File: config.mk
export PLATFORM = sky130hd
export DESIGN_NAME = alu_share_arbiter
export DESIGN_NICKNAME = d
export VERILOG_FILES = /design/src/rtl/alu_share_arbiter.sv
export SDC_FILE = /design/constraint.sdc
export NUM_CORES = 1
export LEC_CHECK = 0
export BUFFER_PORTS_ARGS = -buffer_cell sky130_fd_sc_hd__buf_2
export CAP_MARGIN = 20
export CORE_AREA = 4 4 105 107
export DETAILED_ROUTE_END_ITERATION = 10
export DIE_AREA = 0 0 109 111
export PLACE_DENSITY = 0.57
export SLEW_MARGIN = 5
export SYNTH_ARGS = -nofsm -noshare
export SYNTH_HDL_FRONTEND = slang
export SYNTH_SLANG_ARGS = --single-unit
File: constraint.sdc
create_clock -name clk -period 3.4 [get_ports clk]
set_input_delay 0.34 -clock clk [delete_from_list [all_inputs] [get_ports clk]]
set_output_delay 0.34 -clock clk [all_outputs]
set_load 0.02 [all_outputs]
File: src/rtl/alu_share_arbiter.sv
// Round-robin share of one combinational ALU between the EX datapath (port 0)
// and the auxiliary address/branch unit (port 1), with a one-entry response register.
module alu_share_arbiter #(
  parameter logic [3:0]  PARKED_CTRL = 4'd0,
  parameter int unsigned ID_W        = 1
) (
  input  logic            clk,
  input  logic            reset,
  input  logic            req0_valid,
  output logic            req0_ready,
  input  logic [31:0]     req0_a,
  input  logic [31:0]     req0_b,
  input  logic [3:0]      req0_ctrl,
  input  logic            req1_valid,
  output logic            req1_ready,
  input  logic [31:0]     req1_a,
  input  logic [31:0]     req1_b,
  input  logic [3:0]      req1_ctrl,
  output logic [31:0]     alu_a,
  output logic [31:0]     alu_b,
  output logic [3:0]      alu_ctrl,
  input  logic [31:0]     alu_out,
  input  logic            alu_overflow,
  output logic            rsp_valid,
  input  logic            rsp_ready,
  output logic [ID_W-1:0] rsp_id,
  output logic [31:0]     rsp_data,
  output logic            rsp_overflow,
  input  logic            flush
);

  // Handshakes: a transfer happens on any edge where valid & ready are both 1.
  // Requesters hold valid/operands until ready; the response register holds
  // rsp_* stable while rsp_valid & ~rsp_ready.

  typedef enum logic {EMPTY = 1'b0, FULL = 1'b1} state_t;

  state_t          state_q, state_d;
  logic [ID_W-1:0] last_grant;
  logic [ID_W-1:0] gnt_idx;
  logic            can_issue;
  logic            prefer1;
  logic            gnt0, gnt1, gnt_any;

  // A new op may issue in the same cycle the held response drains.
  assign can_issue = ~flush & ((state_q == EMPTY) | rsp_ready);
  assign prefer1   = (last_grant == ID_W'(0));
  assign gnt0      = can_issue & req0_valid & (~req1_valid | ~prefer1);
  assign gnt1      = can_issue & req1_valid & (~req0_valid | prefer1);
  assign gnt_any   = gnt0 | gnt1;
  assign gnt_idx   = gnt1 ? ID_W'(1) : ID_W'(0);

  assign req0_ready = gnt0;
  assign req1_ready = gnt1;
  assign rsp_valid  = (state_q == FULL);

  always_comb begin
    alu_a    = 32'd0;
    alu_b    = 32'd0;
    alu_ctrl = PARKED_CTRL;
    if (gnt0) begin
      alu_a    = req0_a;
      alu_b    = req0_b;
      alu_ctrl = req0_ctrl;
    end else if (gnt1) begin
      alu_a    = req1_a;
      alu_b    = req1_b;
      alu_ctrl = req1_ctrl;
    end
  end

  always_comb begin
    state_d = state_q;
    if (flush)
      state_d = EMPTY;
    else if (gnt_any)
      state_d = FULL;
    else if ((state_q == FULL) && rsp_ready)
      state_d = EMPTY;
  end

  always_ff @(posedge clk or posedge reset) begin
    if (reset)
      state_q <= EMPTY;
    else
      state_q <= state_d;
  end

  // Data registers only move on a grant; after a flush they may hold stale values.
  always_ff @(posedge clk or posedge reset) begin
    if (reset) begin
      rsp_id       <= '0;
      rsp_data     <= 32'd0;
      rsp_overflow <= 1'b0;
      last_grant   <= ID_W'(1);
    end else if (gnt_any) begin
      rsp_id       <= gnt_idx;
      rsp_data     <= alu_out;
      rsp_overflow <= alu_overflow;
      last_grant   <= gnt_idx;
    end
  end

endmodule

==> flow_summary.toml, run 1 <==
[run_status]
status = "completed"

[place]
routabilityCongestion = 0.927
numPortBuffers = 279
hpwl_mm = 8.15
pre_cts_ws_ps = 1030

[critical_path]
crit_arrival_ps = 2350
path_cells = "inv_2 -> a2111oi_4 -> buf_4 -> a22o_1 -> buf_2"
critPathLaunchType = "flop"
required_ps = 3060
rrSetupSlack_ps = 1560
reg2regPathDepth = 4
critPathTopFamily = "buffers and inverters"
crit_type = "flop to output port"
rr_endpoint = "rsp_id$_DFFE_PP0P_"
reg2reg_from = "last_grant$_DFFE_PP1P_"
crit_buf_inv = 3
critPathMaxFanout = 71
max_stage_delay_ps = 610
crit_path_top_delay_cell = "buf_4"
end_kind = "output port"

[synth]
ys_async_sr_fraction = 1.00
synth-seq-cells = 36
syn-num-nets = 341
synth-edff-count = 0
synth_commonest_cells = "68 x a22o_1, 35 x dfrtp_1, 30 x mux2_2"
ys.flop_type = "dfrtp_1"
synth_area_um2 = 2120
syn_inst = 166
synth_area_leader_cell = "dfrtp_1"
ys_seq_area_frac = 0.426
synth.most_common_cell = "a22o_1"
yosys-top-cells-area = "dfrtp_1 41%, a22o_1 28%, mux2_2 16%"
synth_top_area_frac = 0.413
yosys_warnings = 0
syn_avg_cell_area_um2 = 12.8
synth.distinct_cells = 15

[sta]
finalCritPeriodShare = 0.792
fin_crit_ps = 2690
worst_slack_ps = 708
setup_viol = 0
rsz0062_at_grt = "no"
slew_headroom = 0.525
finClkSkew_ps = 3.86
drv_slew = 0
worst-slew-pin-transition_ps = 713
max_freq_mhz = 371
fin_tns_setup_ps = 0
finalHoldViolCount = 0

[global_routing]
grt_pass1_wl_mm = 14.1
gr-usage-all-layers = 0.147
antenna_found_initial = 0
grt_max_degree = 72
grt.overflow.total = 0
grt_pass1_vias = 2648

[worst_hold_path]
min-delay-start = "alu_out[25]"
min_path_type = "input port to flop"
holdPathStages = 2
min_to = "rsp_data[25]$_DFFE_PP0P_"

[clocking]
clk_pin_slew_ps = 80
cts_tree = "built"
post_cts_buffers = 0
cts_buffers = 5
cts.sinks = 36
cts-htree-levels = 2
clock_latency_ps = 290
clockBufferDepth = 2
cts-root-buf = "clkbuf_8"

[power_and_ir_drop]
leakagePower_uw = 0.00211
total_power_uw = 1500
ir_drop_uv = 245
p_per_area_nw_per_um2 = 403

[final_layout]
final_nets = 616
drive_above_1_share = 0.747
syn2layout_area_growth_pct = 76.0
antenna_cells = 0

[detailed_routing]
drc = 0
postRouteAntennaNets = 0
post_drt_wl_per_cell_um = 16.9
vias = 2596
totalWireLength_mm = 9.77
via_per_inst = 4.49
drt_iter0_drc = 102
drt-pass1-iter-count = 4

[run]
drv_cap = 0

[floorplanning]
core_area_um2 = 10100
start_util = 0.209
core.rowCount = 37
io_pins = 280
die_area_um2 = 12100
die_h_um = 111
die_width_um = 109
[cell families (layout without fill, tap and decap cells)]
logic type	Yosys count	after routing	synth area share
AOI/OAI and AO/OA	74	74	0.328
buffers and inverters	22	298	0.0662
DFF	36	36	0.426
muxes	33	33	0.175
and+or+nand+nor	1	1	0.00414
[where the power goes]
group | internal, uW | switching (uW) | total, uW
clock network | 166 | 162 | 327
logic | 277 | 365 | 642
registers | 497 | 34.1 | 531
total | 940 | 561 | 1500
[state kept, by name, summed over array words and instances, names as in the netlist]
register      count
rsp_valid         1
rsp_overflow      1
last_grant        1
rsp_id            1
rsp_data         32
[how the worst max path moves through the flow]
stage	startpoint	endpoint	slack, ps	cells after the start
6_report	last_grant$_DFFE_PP1P_	alu_a[9]	710	5
5_1_grt	last_grant$_DFFE_PP1P_	alu_ctrl[0]	590	5
4_1_cts	last_grant$_DFFE_PP1P_	alu_a[9]	710	5
3_5_place_dp	last_grant$_DFFE_PP1P_	alu_a[9]	1030	5
3_3_place_gp	last_grant$_DFFE_PP1P_	alu_ctrl[0]	1050	5
2_1_floorplan	last_grant$_DFFE_PP1P_	alu_b[24]	1360	4
[repair_timing]
action | CTS | global route
resized for setup | 0 | 0
endpoints found under the setup margin | 0 | 0
hold buffers | 0 | 1
endpoints found under the hold margin | 0 | 2
[metal layers]
layer | vias to the layer above | global-route usage | wire length, um
met5 | - | 0 | 0
met4 | 0 | 0.0261 | 91
met3 | 12 | 0.0466 | 1050
met2 | 153 | 0.257 | 4830
met1 | 1221 | 0.176 | 3790
li1 | 1210 | - | -
[stage by stage]
step,cell area [um^2],std cells,utilization,hold slack [ps]
finish,3730,578,0.368,265
global route,3730,578,0.368,268
CTS,3690,576,0.364,256
detailed placement,3590,568,0.354,471
global placement,3590,568,0.354,463
floorplan,2120,166,-,475
[layout by cell type (no fill, tap or decap), drive strengths merged]
cell,count
dfrtp,35
nor2b,1
clkbuf,6
a2111oi,2
dfstp,1
o21bai,2
inv,6
clkinv,1
dlygate4sd3,1
mux2,33
buf,284
a211oi,1
o21ba,1
a22o,68
[final cells by class]
cell class | count | area (um^2)
timing repair buffer | 285 | 1460
multi-input combinational | 108 | 1080
clock inverter | 2 | 13.8
inverter | 5 | 18.8
clock buffer | 6 | 82.6
fill | 1037 | 6410
tap | 136 | 170
sequential | 36 | 902
Power figures use the tool's default switching activity.
==> run 2, diff against run 1 <==
--- a/config.mk
+++ b/config.mk
@@ -7,10 +7,10 @@
 export LEC_CHECK = 0
 export BUFFER_PORTS_ARGS = -buffer_cell sky130_fd_sc_hd__buf_2
 export CAP_MARGIN = 20
-export CORE_AREA = 4 4 105 107
+export CORE_AREA = 4 4 108 110
 export DETAILED_ROUTE_END_ITERATION = 10
-export DIE_AREA = 0 0 109 111
-export PLACE_DENSITY = 0.57
+export DIE_AREA = 0 0 112 114
+export PLACE_DENSITY = 0.56
 export SLEW_MARGIN = 5
 export SYNTH_ARGS = -nofsm -noshare
 export SYNTH_HDL_FRONTEND = slang
==> constraint.sdc (replaced) <==
create_clock -name clk -period 2.42 [get_ports clk]
set_input_delay 0.242 -clock clk [delete_from_list [all_inputs] [get_ports clk]]
set_output_delay 0.242 -clock clk [all_outputs]
set_load 0.02 [all_outputs]
==> run 2 against run 1 <==
Cell count rose by 0.87%. Non-clock buffer count rose by 1. Die area rose by 5.5%. Cell area rose by 0.64%. Register-to-register slack got worse by 800 ps. Global-route usage fell by 1.2 points. Sequential share of layout area fell by 0.15 points. Sequential power rose by 40%. Worst setup slack got worse by 560 ps. Count of clock-buffer cells in the layout rose by 1. Critical endpoint is now alu_a[24]. Largest cell class unchanged. Largest power group unchanged. Highest routed layer unchanged.
==> flow_summary.toml, run 2 (synthesis gave the netlist of run 1 again) <==
[run_status]
status = "completed"

[run]
drv_cap = 0

[critical_path]
crit_arrival_ps = 2030
required_ps = 2180
end_kind = "output port"
crit_type = "flop to output port"
critPathMaxFanout = 69
critPathLaunchType = "flop"

[global_routing]
grt_pass1_vias = 2598
gr-usage-all-layers = 0.135
antenna_found_initial = 0
grt_pass1_wl_mm = 13.8
grt_max_degree = 70
grt.overflow.total = 0

[floorplanning]
die_h_um = 114
core.rowCount = 38
io_pins = 280
die_width_um = 112
start_util = 0.198
core_area_um2 = 10700
die_area_um2 = 12800

[worst_hold_path]
min_path_type = "input port to flop"

[final_layout]
seq_area_um2 = 902
top_register = "rsp_data"
fill_cells = 1101
drive_above_1_share = 0.745
final_cell_mix = "279 x buf_2, 68 x a22o_1, 35 x dfrtp_1, 30 x mux2_2, 6 x clkbuf_8"
syn2layout_area_growth_pct = 77.1
multi_input_area_um2 = 1080
fin_util = 0.351
final_nets = 617
fin_cells = 583
antenna_cells = 0
final_common_cell = "buf_2"
largest_reg_flops = 32

[detailed_routing]
drc = 0
drt_iter0_drc = 131
totalWireLength_mm = 9.81
via_per_inst = 4.42
postRouteAntennaNets = 0
vias = 2579
post_drt_wl_per_cell_um = 16.8
drt-pass1-iter-count = 4

[power_and_ir_drop]
leakagePower_uw = 0.00211
p_per_area_nw_per_um2 = 557
ir_drop_uv = 237

[clocking]
cts_tree = "built"
clockBufferDepth = 2
cts-htree-levels = 2
cts_buffers = 5
clk_pin_slew_ps = 70
cts-root-buf = "clkbuf_8"
clock_latency_ps = 280
cts.sinks = 36

[place]
dp.cells = 572
routabilityCongestion = 0.866
hpwl_mm = 8.25
numPortBuffers = 279

[sta]
setup_viol = 0
max_freq_mhz = 440
fin_crit_ps = 2270
slew_headroom = 0.719
worst-slew-pin-transition_ps = 421
rsz0062_at_grt = "no"
drv_slew = 0
finalHoldViolCount = 0
finClkSkew_ps = 9.19
finalCritPeriodShare = 0.940
fin_tns_setup_ps = 0
-- run 2: cell count changes in the layout (fill, tap and decap cells not counted) --
cell and change:
buf_6 +1, buf_4 -1, inv_6 -1, buf_12 +1, buf_16 -1, clkinvlp_4 +1
clkbuf_16 +1, clkbuf_1 +1, clkinv_2 -1
-- run 2: final cells by class --
cell class / count / area share
clock buffer: 7 / 0.0230
multi-input combinational: 108 / 0.287
clock inverter: 1 / 0.00200
timing repair buffer: 286 / 0.396
tap: 140 / 0.0467
inverter: 5 / 0.00500
sequential: 36 / 0.240
-- run 2: metrics by stage --
stage               hold slack (ps)  area [um^2]  setup slack [ps]  total power [uW]
floorplan                       377         2120               483              1290
global placement                150         3620               387              1650
detailed placement              157         3620               376              1660
CTS                             172         3730              55.0              2120
global route                    181         3750              59.4              2220
finish                          179         3750               146              2090
-- run 2: critical path: stages, from the launching register on --
cell and delay (ps):
dfrtp_1 370, nor2b_2 210, a2111oi_4 380, buf_12 320, a22o_1 260, buf_2 190
-- run 2: worst paths after layout --
| path | startpoint | endpoint | slack, ps | cells past startpoint |
|---|---|---|---|---|
| setup / recovery | rsp_valid$_DFFE_PP0P_ | alu_a[24] | 150 | 5 |
| hold / removal | alu_out[20] | rsp_data[20]$_DFFE_PP0P_ | 180 | 2 |
| setup reg to reg | rsp_valid$_DFFE_PP0P_ | rsp_data[13]$_DFFE_PP0P_ | 760 | 4 |
| hold reg to reg | rsp_data[20]$_DFFE_PP0P_ | rsp_data[20]$_DFFE_PP0P_ | 480 | 1 |
| max in group asynchronous | reset | last_grant$_DFFE_PP1P_ | 1320 | 4 |
| min in group asynchronous | reset | rsp_data[1]$_DFFE_PP0P_ | 420 | 3 |
-- run 2: timing repair --
| item | CTS | global route |
|---|---|---|
| endpoints found under the setup margin | 0 | 9 |
| resized for setup | 0 | 1 |
| hold endpoints to repair | 5 | 0 |
| setup buffers | 0 | 1 |
| hold buffers | 1 | 0 |
-- run 2: routing by layer --
layer / global-route usage / part of all wire
met1: 0.181 / 0.40
met2: 0.227 / 0.51
met3: 0.0260 / 0.082
met4: 0.0288 / 0.012
met5: 0 / 0
-- run 2: report_power, final --
group,switching [uW],internal (uW)
Sequential,43.5,698
Combinational,510,396
Clock,210,231
Total,764,1330
